### config.mk
export PLATFORM = sky130hd
export DESIGN_NAME = seg_scan_ctrl
export DESIGN_NICKNAME = d
export VERILOG_FILES = /design/src/rtl/seg_scan_ctrl.sv
export SDC_FILE = /design/constraint.sdc
export NUM_CORES = 1
export LEC_CHECK = 0
export BUFFER_PORTS_ARGS = -buffer_cell sky130_fd_sc_hd__buf_2
export CORE_ASPECT_RATIO = 0.7
export CORE_MARGIN = 10
export CORE_UTILIZATION = 40
export CTS_BUF_LIST = sky130_fd_sc_hd__clkbuf_4 sky130_fd_sc_hd__clkbuf_8
export DETAILED_ROUTE_END_ITERATION = 7
export MAX_ROUTING_LAYER = met4
export SLEW_MARGIN = 40
export SYNTH_ARGS = -nofsm -noshare
export SYNTH_HDL_FRONTEND = slang
export SYNTH_SLANG_ARGS = --single-unit
### constraint.sdc
create_clock -name clk -period 2.6 [get_ports clk]
set_clock_uncertainty 0.1 [all_clocks]
set_input_delay 0.26 -clock clk [delete_from_list [all_inputs] [get_ports clk]]
set_output_delay 0.26 -clock clk [all_outputs]
set_load 0.02 [all_outputs]
### src/rtl/seg_scan_ctrl.sv
// ---------------------------------------------------------------------------
// seg_scan_ctrl
// Four-digit time-multiplexed scanner for a common-anode seven-segment
// display. It holds a 16-bit hex value and presents one nibble per refresh
// slot to the downstream seven_segment decoder. It also drives an
// active-low, one-hot digit select. A newly loaded value waits in a shadow
// register until the scan wraps from digit 3 to digit 0. This keeps a
// frame from mixing old and new data.
//
// Optional feature macro: SEG_SCAN_LZB_EN enables leading-zero blanking.
//
// Parameters:
//   DIV          clock cycles per digit slot (>= 1)
// Ports:
//   clk          system clock, rising edge
//   rst          synchronous active-high reset
//   load         single-cycle strobe capturing value_in
//   value_in     four hex nibbles, digit 0 in bits [3:0] (rightmost)
//   nibble       nibble of the digit in the current slot
//   an           active-low digit select, 4'b1111 = all off
//   blank        high while the current slot is blanked
//   frame_start  one-cycle pulse on the digit 3 -> digit 0 wrap
// ---------------------------------------------------------------------------
module seg_scan_ctrl #(
  parameter int DIV = 50000
) (
  input  logic        clk,
  input  logic        rst,
  input  logic        load,
  input  logic [15:0] value_in,
  output logic [3:0]  nibble,
  output logic [3:0]  an,
  output logic        blank,
  output logic        frame_start
);

  // The prescaler needs at least one bit even when DIV is 1.
  localparam int CW = (DIV > 1) ? $clog2(DIV) : 1;
  localparam logic [CW-1:0] CNT_MAX = CW'(DIV - 1);

  typedef enum logic [1:0] {
    DIG0 = 2'd0,
    DIG1 = 2'd1,
    DIG2 = 2'd2,
    DIG3 = 2'd3
  } state_t;

  state_t        state;
  state_t        state_nxt;
  logic [CW-1:0] cnt;
  logic [1:0]    idx;
  logic [15:0]   active;
  logic [15:0]   pending;
  logic          pend_vld;
  logic          tick;
  logic          boundary;

  assign tick     = (cnt == CNT_MAX);
  assign boundary = tick && (state == DIG3);
  assign idx      = state;

  // Slot prescaler: counts 0..DIV-1 and wraps on each tick.
  always_ff @(posedge clk) begin
    if (rst || tick) begin
      cnt <= '0;
    end else begin
      cnt <= cnt + 1'b1;
    end
  end

  // Scan state register. The state value doubles as the digit index.
  always_ff @(posedge clk) begin
    if (rst) begin
      state <= DIG0;
    end else begin
      state <= state_nxt;
    end
  end

  always_comb begin
    state_nxt = state;
    if (tick) begin
      case (state)
        DIG0:    state_nxt = DIG1;
        DIG1:    state_nxt = DIG2;
        DIG2:    state_nxt = DIG3;
        DIG3:    state_nxt = DIG0;
        default: state_nxt = DIG0;
      endcase
    end
  end

  // Double buffer. When a load lands on the frame boundary, the load
  // bypasses the shadow register and goes straight to active. The stale
  // pending value is then dropped, so the load is neither lost nor
  // overwritten.
  always_ff @(posedge clk) begin
    if (rst) begin
      active   <= '0;
      pending  <= '0;
      pend_vld <= 1'b0;
    end else if (load && boundary) begin
      active   <= value_in;
      pend_vld <= 1'b0;
    end else if (load) begin
      pending  <= value_in;
      pend_vld <= 1'b1;
    end else if (boundary && pend_vld) begin
      active   <= pending;
      pend_vld <= 1'b0;
    end
  end

`ifdef SEG_SCAN_LZB_EN
  // A digit is blanked when it and every digit to its left are zero.
  // Digit 0 always stays lit so that a value of zero still shows "0".
  always_comb begin
    blank = 1'b0;
    case (idx)
      2'd1:    blank = (active[15:4]  == 12'h000);
      2'd2:    blank = (active[15:8]  == 8'h00);
      2'd3:    blank = (active[15:12] == 4'h0);
      default: blank = 1'b0;
    endcase
  end
`else
  assign blank = 1'b0;
`endif

  // The outputs depend only on registers. The nibble keeps its data even
  // while the slot is blanked; only the anode is suppressed.
  always_comb begin
    nibble      = active[{idx, 2'b00} +: 4];
    an          = blank ? 4'b1111 : ~(4'b0001 << idx);
    frame_start = boundary;
  end

endmodule
Word-level counts from Yosys, hierarchy flattened
Index checks and enable logic that the tools add are counted.

Flip-flop bits (word level): 51. Output and inout port bits: 10. Logic and storage cells: 31.

Add/subtract/negate cells: 1. Eq/ne operators: 5. Shift operators: 2. Multiplexer cells: 6. Bitwise gates (word level): 2. Reductions and logical operators: 10.

Operators with widths (count): 16-bit 2-to-1 mux (3); 16-bit by 1-bit adder with 16-bit output, second input constant (1); 16-bit == test, second input constant (1); 16-bit by 5-bit variable part select with 4-bit output (1); 2-bit one-hot mux with 4 select lines (1); 2-bit == test, second input constant (2); 4-bit inverter (1); 2-bit AND reduction (2); 2-bit nonzero test (2); 1-bit by 2-bit left shift with 4-bit output, first input constant (1); 1-bit logical AND (3); 2-bit by 1-bit == test with 1-bit output, second input constant (1); 2-bit logical NOT (1); 1-bit 2-to-1 mux (2); 2-bit by 1-bit != test with 1-bit output, second input constant (1); 2-bit OR reduction (1); 1-bit logical OR (1); 1-bit inverter (1).

Logic depth before layout (Yosys ltp)
Depth in word-level cells: 6. Gate-level depth with buffers: 7. Depth with buffers taken out: 5.

Worst setup path before layout
No wires, ideal clock.

Path kind: reg2reg. Start point: register cnt[5]. End point: register active[0]. Setup time: 0.125 ns. Arrival: 2.177 ns. Setup slack: 0.198 ns. Cell stages (with the launch flop): 6. Path buffers: 1. Clock period less this slack: 2.402 ns. Path through: dfxtp_1 or4b_4 nor4_2 a21oi_1 buf_2 o2bb2ai_1.

Longest elaborated chain between the ends: 5. Elaborated cells on any way between the ends: 8. Classes of those cells: 2 x eq/ne; 1 x mux; 5 x reduce/logical.

RTL lines: start: declaration (RTL line 50) `logic [CW-1:0] cnt;`; start signal: assignment (RTL line 67) `cnt <= cnt + 1'b1;`; 16-bit == test (*) (RTL line 58) `assign tick = (cnt == CNT_MAX);`; 1-bit logical AND (*) (RTL line 59) `assign boundary = tick && (state == DIG3);`; via frame_start (RTL line 34) `output logic frame_start`; 1-bit logical AND, on equally long branches (RTL line 102, 108); 2-bit by 1-bit != test with 1-bit output (no source line) or 2-bit nonzero test (tied branches); 2-bit AND reduction (no source line); end signal: assignment (RTL line 103) `active <= value_in;`; end signal: assignment (RTL line 109) `active <= pending;`; end: declaration (RTL line 52) `logic [15:0] active;`.

Mark *: on every way through the listed nets, which the timed path passes. The rest lies on a longest branch. A chain may end at the register's enable or synchronous reset.

Worst setup path in the final report
Start point: register cnt[6]. End point: output frame_start.

Longest elaborated chain between the ends: 2.

RTL lines (RTL line): 16-bit == test (58); 1-bit logical AND (59); end: declaration (34).

Every way passes these cells.

==> impl_metrics.yaml <==
outcome:
  outcome: "finished, final reports clean"
cts:
  cts_setup_buffers: 0
  cts_root_buffer: "clkbuf_8"
  clock_sinks: 51
  cts_tree: "built"
  cts_buffer_depth: 2
  htree_levels: 2
  postCtsResizedCells: 0
  holdBufCountCts: 0
  cts_buffers: 5
  insertion_delay_ns: 0.31
  clkTransAtPathRegs_ns: 0.09
hold_path:
  hold_path_class: "in2reg"
cells_and_area:
  final_net_count: 272
  seq_area_sq_mm: 0.001021
  fillers: 527
  mostFrequentLayoutCells: "dfxtp_1, nor2_1, buf_2, mux2i_1"
  diodes: 0
  final_common_cell: "dfxtp_1"
  multi_input_area_sq_mm: 0.001096
  final_cells: 320
  synthToLayoutAreaGrowth_pct: 14.25
  drive_gt1_share_pct: 20.97
job:
  drv_cap: 0
sta:
  maxSlewViolCount: 0
  tightest_slew_ns: 0.6210
  final-setup-viol-count: 0
  min_period_ns: 2.314
  finalCritPeriodShare_pct: 88.99
  finalHoldViolCount: 0
  fmax_mhz: 432.2
  rsz0062_at_grt: "no"
  relSlewSlack_pct: 58.52
  finalSetupTns_ns: 0
synth:
  syn_avg_cell_area_sq_um: 10.20
  synth.cell_area_sq_mm: 0.002213
  ys.flop_type: "dfxtp_1"
  yosys_warnings: 0
  synth_top_area_share_pct: 46.13
  synth_area_leaders: "dfxtp_1, mux2i_1, o2bb2ai_1, nor2_1, a22oi_1"
  async_reset_ff_share_pct: 0
  synth_nets: 242
  ys_seq_area_share_pct: 46.13
  synth_area_leader_cell: "dfxtp_1"
  synth_edf_count: 0
  synthCells: 217
  ys_types: 32
  ys_ff_latch: 51
worst_setup_path:
  start_kind: "register"
  crit_path_max_fanout: 4
  critPathArrivalTime_ns: 1.95
  worstSetupEndpointType: "primary output"
  required_ns: 2.24
  path_class: "reg2out"
detailed_routing:
  first_pass_iters: 4
  vias: 1635
  drt-initial-drc-count: 101
  ant_nets: 0
  totalWireLength_mm: 4.782
  drc: 0
  vias_per_cell: 5.109
  wire_per_inst_microns: 14.94
floorplanning:
  io_pins: 29
  core_area_sq_mm: 0.005313
  die-area_sq_mm: 0.008956
  start_util_pct: 41.66
  rows: 22
  die_h_microns: 82.24
  dieWidth_microns: 108.9
grt:
  grt_pass1_vias: 1493
  grt_antenna_before_repair: 0
  overflow: 0
  grt_pass1_wl_mm: 7.665
  grt.total_usage_pct: 11.25
  grt_start_max_net_pins: 24
placement:
  dp_hpwl_mm: 3.354
  place_inst: 312
  place.gp.congestion: 0.7232
  io_buffers: 27
pwr:
  power.density_mw_per_mm2: 541.3
  p_leak_uw: 0.0009684
  ir_drop_mv: 0.2529
==> final timing paths <==
| check | startpoint | end | slack [ns] | cells after the start |
|---|---|---|---|---|
| max | cnt[6] | frame_start | 0.29 | 3 |
| min | value_in[6] | pending[6] | 0.10 | 3 |
| max reg2reg | cnt[6] | cnt[3] | 0.41 | 5 |
| min reg2reg | active[14] | active[14] | 0.37 | 1 |
==> cell type report <==
| cell class | instances | area share, % |
|---|---|---|
| clock buffers | 6 | 3.018 |
| clock inverters | 2 | 0.4948 |
| inverters | 10 | 1.484 |
| multi-input cells | 144 | 43.34 |
| flip-flops and latches | 51 | 40.38 |
| well taps | 72 | 3.563 |
| repair buffers | 35 | 7.719 |
==> per-layer routing <==
layer,routed length (microns),global-route usage [%],vias up
met3,236,3.326,8
li1,-,-,833
met5,0,-,-
met4,59,3.937,0
met1,2721,16.98,761
met2,1764,13.14,33
==> cells in the mapped netlist, drive strengths merged, types with 2 or more instances <==
master	number
nor2	37
o2bb2ai	16
or4b	2
mux4	4
a22oi	16
nand2	3
nor4	5
mux2i	17
dfxtp	51
nand4	4
buf	5
inv	10
nand2b	2
clkbuf	7
nor3	4
xnor2	13
ha	6
nand3	5
==> power breakdown <==
group,switching [uW],total (uW),internal [uW]
clock network,258,457,199
registers,11.4,812,800
logic,56.2,100,43.9
total,326,1370,1040
==> flip-flops by register name, summed over array words and instances (netlist names) <==
name / flops
cnt: 16
idx: 2
pend_vld: 1
active: 16
pending: 16
==> through the flow <==
stage	power (uW)	area (sq um)	worst slack [ns]	util [%]	hold WS (ns)
floorplan	895.5	2213	0.1978	-	0.3039
global placement	927.8	2440	0.4471	45.93	0.3391
detailed placement	930.1	2440	0.4316	45.93	0.3432
CTS	1380	2529	0.2866	47.60	0.09914
global route	1434	2529	0.1742	47.60	0.1011
finish	1369	2529	0.2863	47.60	0.1021
==> kinds of logic after synthesis <==
family                     after synthesis  share of synthesized area (%)
and+or+nand+nor                         67                          15.09
DFF                                     51                          46.13
AOI/OAI and AO/OA                       35                          13.57
buffers and inverters                   22                          4.353
muxes                                   21                          11.76
xor gates and xnor gates                14                          5.540
adders and majority gates                6                          3.392
other                                    1                         0.1694
==> critical path: stages, from the launching register on <==
cell,delay [ns]
dfxtp_1,0.41
or4b_4,0.52
nor4_2,0.46
buf_2,0.26
(Power assumes the default switching activity.)
